**src/rtl/io_port_responder.sv**
```systemverilog
// Output-port FIFO (first-word fall-through, valid/ready drain) plus optional input holding register.
// Macro IO_INPUT_PORT_EN enables the input-side FSM; without it the input handshake is tied off.
module io_port_responder #(
    parameter int DATA_W    = 16,
    parameter int OUT_DEPTH = 4,
    parameter int ADDR_W    = 2
) (
    input  logic              clk,
    input  logic              reset,
    input  logic              OutWrite,
    input  logic [DATA_W-1:0] DataOut,
    output logic [DATA_W-1:0] out_data,
    output logic              out_valid,
    input  logic              out_ready,
    output logic              out_full,
    output logic [ADDR_W:0]   out_count,
    output logic              overflow,
    input  logic [DATA_W-1:0] in_data,
    input  logic              in_valid,
    output logic              in_ready,
    input  logic              InRead,
    output logic [DATA_W-1:0] din,
    output logic              in_empty
);

    localparam logic [ADDR_W:0] FULL_CNT = (ADDR_W+1)'(OUT_DEPTH);

    logic [DATA_W-1:0] mem [OUT_DEPTH];
    logic [ADDR_W-1:0] wr_ptr, rd_ptr;
    logic [ADDR_W:0]   count;
    logic              push, pop;

    assign out_valid = (count != '0);
    assign out_full  = (count == FULL_CNT);
    assign out_count = count;
    assign pop       = out_valid & out_ready;
    // A full FIFO still accepts a write when the head leaves on the same edge.
    assign push      = OutWrite & (~out_full | pop);
    assign out_data  = out_valid ? mem[rd_ptr] : '0;

    always_ff @(posedge clk) begin
        if (push) mem[wr_ptr] <= DataOut;
    end

    always_ff @(posedge clk or negedge reset) begin
        if (!reset) begin
            wr_ptr   <= '0;
            rd_ptr   <= '0;
            count    <= '0;
            overflow <= 1'b0;
        end else begin
            if (push) wr_ptr <= wr_ptr + 1'b1;
            if (pop)  rd_ptr <= rd_ptr + 1'b1;
            case ({push, pop})
                2'b10:   count <= count + 1'b1;
                2'b01:   count <= count - 1'b1;
                default: count <= count;
            endcase
            if (OutWrite && !push) overflow <= 1'b1;
        end
    end

`ifdef IO_INPUT_PORT_EN
    // state    | meaning
    // IN_EMPTY | no word held, in_ready=1, din=0
    // IN_FULL  | din holds a captured word awaiting InRead
    typedef enum logic {IN_EMPTY, IN_FULL} in_state_t;

    in_state_t         state, state_nxt;
    logic [DATA_W-1:0] din_q;

    always_ff @(posedge clk or negedge reset) begin
        if (!reset) begin
            state <= IN_EMPTY;
            din_q <= '0;
        end else begin
            state <= state_nxt;
            if (state == IN_EMPTY && in_valid) din_q <= in_data;
            else if (state == IN_FULL && InRead) din_q <= '0;
        end
    end

    always_comb begin
        state_nxt = state;
        in_ready  = 1'b0;
        in_empty  = 1'b0;
        case (state)
            IN_EMPTY: begin
                in_ready = 1'b1;
                in_empty = 1'b1;
                if (in_valid) state_nxt = IN_FULL;
            end
            IN_FULL: begin
                // in_valid is not looked at here: a consumed slot reopens next cycle
                if (InRead) state_nxt = IN_EMPTY;
            end
            default: state_nxt = IN_EMPTY;
        endcase
    end

    assign din = din_q;
`else
    logic unused_in;
    assign unused_in = ^{in_data, in_valid, InRead};
    assign in_ready  = 1'b0;
    assign din       = '0;
    assign in_empty  = 1'b1;
`endif

endmodule
```
**config.mk**
```make
export PLATFORM = sky130hd
export DESIGN_NAME = io_port_responder
export DESIGN_NICKNAME = d
export VERILOG_FILES = /design/src/rtl/io_port_responder.sv
export SDC_FILE = /design/constraint.sdc
export NUM_CORES = 1
export LEC_CHECK = 0
export ABC_AREA = 1
export CAP_MARGIN = 20
export CORE_ASPECT_RATIO = 1.2
export CORE_MARGIN = 4
export CORE_UTILIZATION = 50
export DETAILED_ROUTE_END_ITERATION = 10
export PLACE_DENSITY = 0.85
export RECOVER_POWER = 50
export SYNTH_ARGS = -nofsm -noshare
export SYNTH_HDL_FRONTEND = slang
export SYNTH_SLANG_ARGS = --single-unit
```
**constraint.sdc**
```tcl
create_clock -name clk -period 3.85 [get_ports clk]
set_input_delay 0.77 -clock clk [delete_from_list [all_inputs] [get_ports clk]]
set_output_delay 0.77 -clock clk [all_outputs]
set_load 0.005 [all_outputs]
```
# == After elaboration in Yosys (flattened, before gate mapping) ==
# Memory sizes are Yosys's and may differ from the RTL's.
# Index checks and enable logic that the tools add are counted.
# classes
muxes,4
n_eq_ne,3
n_bitwise,4
n_addsub,4
reduce_logical,4
# op_table
operator,count
2-to-1 mux 16 bit,1
case mux 3 bit (2 select lines),1
adder 2 x 1 -> 2 bit (second input constant),2
adder 3 x 1 -> 3 bit (second input constant),1
equality test 3 bit (second input constant),1
nonzero test 3 bit,1
subtractor 3 x 1 -> 3 bit (second input constant),1
AND 1 bit,2
equality test 2 x 1 -> 1 bit (second input constant),1
equality test 2 bit (second input constant),1
2-to-1 mux 1 bit,2
nonzero test 2 bit,1
logical AND 1 bit,1
zero test 1 bit,1
inverter 1 bit,1
OR 1 bit,1
# totals
inputBits,38
wordCells,24
mem_bits_rw,64
mem_count,1
register_bits,8
output_inout_bits,40
# memory_table
name,words,word_bits,rd,rd_ports_with_merged_regs,wr,line_no,rtl
mem,4,16,1,0,1,28,logic [DATA_W-1:0] mem [OUT_DEPTH];

# == Logic depth before layout (Yosys ltp) ==
# Gate-level depths: netlist of the first run.
# depth
word_depth,6
ltp_mapped,10
ltp_nobuf,10

# == Least setup slack after synthesis of the first run ==
# Ideal clock, no wire load.
# synth_path
path_kind,in2reg
startpoint,input port out_ready
endpoint,memory mem[0][0] (enable)
setup_ps,389
slack_ps,1916
n_path_buf,0
t_required_ps,3461
t_arrival_ps,1546
stages,2
cell_sequence,o21ai_4 > nor2_1
# synth_between
elab_chain_len,5
# synth_lines
element,line_no,rtl
"start, declared",14,"input logic out_ready,"
AND 1 bit,36,assign pop = out_valid & out_ready;
OR 1 bit,38,assign push = OutWrite & (~out_full | pop);
AND 1 bit,38,
2-to-1 mux 1 bit,42,if (push) mem[wr_ptr] <= DataOut;
2-to-1 mux 1 bit (not written as such),42,
"end, declared",28,
# No other way between the ends.

# == Final worst setup path of the first run ==
# layout_path
startpoint,register rd_ptr[1]
endpoint,output port out_data[13]
# layout_between
elab_chain_len,2
# layout_lines
element,line_no,rtl
"start, declared",29,"logic [ADDR_W-1:0] wr_ptr, rd_ptr;"
"start signal, assigned",53,if (pop) rd_ptr <= rd_ptr + 1'b1;
memory read (4 x 16 bit),n/a,
2-to-1 mux 16 bit,39,assign out_data = out_valid ? mem[rd_ptr] : '0;
"end, declared",12,"output logic [DATA_W-1:0] out_data,"
# No other way between the ends.

==> flow_summary.ini, run 1 <==
[clock_network]
cts_resized = 0
htree_levels = 3
cts_tree = yes
cts_max_path_buffers = 2
numCtsBuffers = 9
clkSlewWorstSetupHoldPaths_ns = 0.07
root_buffer = clkbuf_8
clkSinkCount = 72
hold_buffers = 0
clock_latency_ns = 0.35
cts_setup_buffers = 0

[power_and_ir_drop]
clockPowerShare = 0.205
switching_share = 0.347
p_int_mw = 1.88
leakagePower_nw = 1.39
power.switching_mw = 1.00
powerDensity_nw_per_um2 = 775
ir_drop_uv = 503
pwr-share-comb = 0.393
pwr-share-seq = 0.402
design_power_total_mw = 2.88

[layout]
layout_commonest_cell = nor2_1
fillers = 464
layout-drive-gt1-share = 0.0984
multi_input_area_sq_um = 792
fin_util = 0.616
syn_to_final_growth_pct = 19.2
regArea_sq_um = 2120
fin_nets = 353
layout_common_cells = nor2_1 (71), edfxtp_1 (64), clkdlybuf4s50_1 (23), o21ai_0 (20)
num_antenna_cells = 0

[floorplan]
die_area_sq_um = 7590
die_w_um = 80.2
die_h_um = 94.6
fp-row-count = 31
coreArea_sq_um = 6050
initial_utilization = 0.517
ios = 78

[critical_path]
end_kind = output port
arrival_ns = 2.49
cp-start-kind = flip-flop
path_max_fanout = 18
required_ns = 3.08
path_class = reg -> out

[global_route]
grt_pass1_wl_um = 8990
antenna_found_initial = 0
grt_max_degree = 34
grt_pass1_vias = 1877
globalRoute.totalOverflow = 0
grtUsageTotal = 0.163

[routing]
wl_um = 5690
vias = 1955
ant_nets = 0
wl_per_cell_um = 14.3
drcViolationCount = 0
drtIter0Drc = 111
via_per_inst = 4.92
drt_first_pass_iters = 4

[sta]
fin_setup_tns_ns = 0
worst_pin_slew_ns = 0.914
fmax_ghz = 0.307
slew_headroom = 0.391
drv_slew = 0
rsz0062_at_grt = false
hold_violations = 0
min_period_over_period = 0.847
finalCriticalPeriod_ns = 3.26
fin_ws_ns = 0.589
final-setup-viol-count = 0
fin_worst_skew_ns = 0.00772

[synthesis]
synthDistinctLibCells = 24
async_flop_share = 0.111
ys_seq_area_frac = 0.679
avgSynthCellArea_sq_um = 11.7
synth_edf_count = 64
ys_warn_count = 0
synth_seq_cells = 72
synth.cell_area_sq_um = 3130
synth-main-ff-cell = edfxtp_1
syn_inst = 266

[placement]
gpl.final_weighted_congestion = 0.822
dpl.hpwl_um = 3600
numPortBuffers = 41
pre_cts_slack_ns = 0.988

[run_status]
status = completed

[job]
drv_cap = 0

[hold_path]
hp-class = reg -> reg
[stage by stage]
stage          std cells  area [sq um]  hold slack, ns
2_1_floorplan        282          3190           0.466
3_3_place_gp         381          3540           0.450
3_5_place_dp         381          3540           0.459
4_1_cts              397          3740           0.476
5_1_grt              397          3720           0.519
6_report             397          3720           0.482
[layer usage]
| layer | track usage | vias up | routed length (um) |
|---|---|---|---|
| li1 | - | 957 | - |
| met1 | 0.180 | 913 | 2140 |
| met2 | 0.285 | 81 | 3020 |
| met3 | 0.0429 | 4 | 457 |
| met4 | 0.0873 | 0 | 80 |
| met5 | 0 | - | 0 |
[cell usage after synthesis (2+ instances only)]
cell type   n  area, sq um
o21ai_0    19         95.1
dfrtp_1     8          200
edfxtp_1   64         1920
nand2_2     3         18.8
clkbuf_2    2         10.0
inv_1      12         45.0
buf_2       6         30.0
xor2_1      3         26.3
buf_4      21          158
inv_2       4         15.0
nand2_1     6         22.5
ha_1        4         50.1
nor2_1     71          267
conb_1      2         7.51
o21ai_1    14         70.1
a21oi_1    18         90.1
nand3_2     2         20.0
[worst max-delay path, stage by stage, from the launching register on]
cell and delay (ns):
dfrtp_1 0.81, inv_2 0.31, nor2_1 0.20, o21ai_0 0.11, a21oi_1 0.19, clkdlybuf4s50_1 0.53
[cells by family (layout without fill, tap and decap cells)]
group,after synthesis,count (layout),synth area share
AND/OR/NAND/NOR,86,86,0.116
AO/OA/AOI/OAI,53,53,0.0897
adder cells (fa/ha/maj),5,5,0.0224
flip-flops,72,72,0.679
other,2,18,0.00240
buffers and inverters,45,78,0.0825
XOR/XNOR,3,3,0.00841
[worst paths after layout]
check                             start           end  slack (ns)  depth (start not counted)
setup reg to reg           out_count[0]    mem[1][13]        1.60                          5
hold / removal                 overflow      overflow        0.48                          1
hold reg to reg                overflow      overflow        0.48                          1
max in group asynchronous         reset     rd_ptr[1]        2.79                          1
setup / recovery              rd_ptr[1]  out_data[13]        0.59                          5
min in group asynchronous         reset     wr_ptr[0]        0.78                          1
[power by group through the flow]
| stage | logic, mW | registers, mW | clock network, mW |
|---|---|---|---|
| floorplan | 0.696 | 1.11 | 0 |
| global placement | 1.11 | 1.17 | 0 |
| detailed placement | 1.15 | 1.17 | 0 |
| CTS | 1.16 | 1.16 | 0.604 |
| global route | 1.28 | 1.18 | 0.642 |
| finish | 1.13 | 1.16 | 0.592 |
[registers in the layout, summed over array words and instances, names as in the netlist]
name,cells
mem,64
out_count,3
rd_ptr,2
wr_ptr,2
overflow,1
[layout make-up]
class / instances / area share
timing repair buffer: 46 / 0.119
multi-input combinational: 165 / 0.213
inverter: 16 / 0.0161
tap: 82 / 0.0275
clock buffer: 9 / 0.0333
sequential: 72 / 0.570
clock inverter: 7 / 0.0215
No activity file was read; power rests on OpenSTA's default activity.
==> run 2: changes to the inputs <==
- CORE_UTILIZATION: 50 -> 44
- PLACE_DENSITY: 0.85 -> 0.8
- clock period: 3.85 -> 2.8 ns (I/O delays scaled with it)
==> flow_summary.ini, run 2 (synthesis gave the netlist of run 1 again) <==
[run_status]
status = completed

[routing]
via_per_inst = 4.87
drt_first_pass_iters = 4
drcViolationCount = 0
wl_per_cell_um = 13.8
wl_um = 5620
drtIter0Drc = 132
vias = 1986
ant_nets = 0

[global_route]
grt_pass1_wl_um = 8970
antenna_found_initial = 0
grt_pass1_vias = 1954
globalRoute.totalOverflow = 0
grtUsageTotal = 0.137
grt_max_degree = 34

[sta]
hold_violations = 0
finalCriticalPeriod_ns = 2.56
final-setup-viol-count = 0
fmax_ghz = 0.391
min_period_over_period = 0.913
drv_slew = 0
worst_pin_slew_ns = 0.722
rsz0062_at_grt = false
fin_setup_tns_ns = 0
fin_worst_skew_ns = 0.00736
slew_headroom = 0.514
whs_ns = 0.475

[floorplan]
die_h_um = 100
die_w_um = 84.9
coreArea_sq_um = 6850
ios = 78
initial_utilization = 0.456
die_area_sq_um = 8520
fp-row-count = 33

[power_and_ir_drop]
ir_drop_uv = 507
powerDensity_nw_per_um2 = 1070
leakagePower_nw = 1.43
design_power_total_mw = 4.05

[placement]
detailed_place.area_sq_um = 3590
numPortBuffers = 41
dpl.hpwl_um = 3860
gpl.final_weighted_congestion = 0.758

[clock_network]
clkSinkCount = 72
clock_latency_ns = 0.33
numCtsBuffers = 9
root_buffer = clkbuf_8
clkSlewWorstSetupHoldPaths_ns = 0.07
htree_levels = 3
cts_tree = yes
cts_max_path_buffers = 2

[layout]
fin_util = 0.553
layout-drive-gt1-share = 0.112
layout_common_cells = nor2_1 (71), edfxtp_1 (64), clkdlybuf4s50_1 (23), o21ai_0 (20)
fin_area_sq_um = 3790
layout_commonest_cell = nor2_1
syn_to_final_growth_pct = 21.3
num_antenna_cells = 0
largest_reg_flops = 64
fin_nets = 359
largest-register = mem
fillers = 574

[critical_path]
slowest_delay_ns = 0.53
path_max_fanout = 10
critPathBufInv = 2
required_ns = 2.24
arrival_ns = 2.00
path_class = reg -> out
crit_slowest_cell = clkdlybuf4s50_1
cp-start-kind = flip-flop
cp_top_family = buffers and inverters
end_kind = output port
worstPathCellList = buf_4 -> nor2_1 -> o21ai_0 -> a21oi_1 -> clkdlybuf4s50_1

[job]
drv_cap = 0

[hold_path]
hp-class = reg -> reg
run 2: changes by cell type in the layout (fill, tap and decap cells not counted), sizes merged:
cell and change:
clkinv +2, inv -2, bufinv +1, clkinvlp -1, buf +6
run 2: metal layers:
metal / vias to the layer above / wire length (um) / track usage / share of wire
met1: 941 / 2100 / 0.141 / 0.37
met5: - / 0 / 0 / 0
met3: 12 / 329 / 0.0443 / 0.059
met4: 0 / 125 / 0.0585 / 0.022
met2: 61 / 3060 / 0.253 / 0.54
li1: 972 / - / - / -
run 2: final cells by class:
| type | count | area, sq um | share of cell area |
|---|---|---|---|
| repair buffers | 52 | 489 | 0.129 |
| flip-flops and latches | 72 | 2120 | 0.560 |
| multi-input cells | 165 | 790 | 0.208 |
| inverters | 16 | 61.3 | 0.0162 |
| well taps | 87 | 109 | 0.0287 |
| clock inverters | 7 | 95.1 | 0.0251 |
| clock buffers | 9 | 124 | 0.0327 |
run 2: worst paths after layout:
kind	from	endpoint	slack, ns	cells after the start
max in group asynchronous	reset	rd_ptr[1]	1.93	1
hold / removal	overflow	overflow	0.48	1
hold reg to reg	overflow	overflow	0.48	1
min in group asynchronous	reset	out_count[2]	0.57	1
setup / recovery	rd_ptr[1]	out_data[1]	0.24	5
setup reg to reg	out_count[0]	mem[3][5]	0.87	5
run 2: power by group:
group	switching [mW]	internal (mW)
clock	0.362	0.503
combinational	0.870	0.778
sequential	0.115	1.43
total	1.35	2.71
run 2: timing repair:
item / CTS / global route
gates resized for setup: 0 / 2
setup endpoints to repair: 0 / 5
setup buffers: 0 / 0
hold buffers: 0 / 0
hold endpoints to repair: 0 / 0
run 2: per-stage QoR:
stage	setup WS, ns	cells
floorplan	1.03	282
global placement	0.506	392
detailed placement	0.454	392
CTS	0.0867	408
global route	0.0460	408
finish	0.244	408
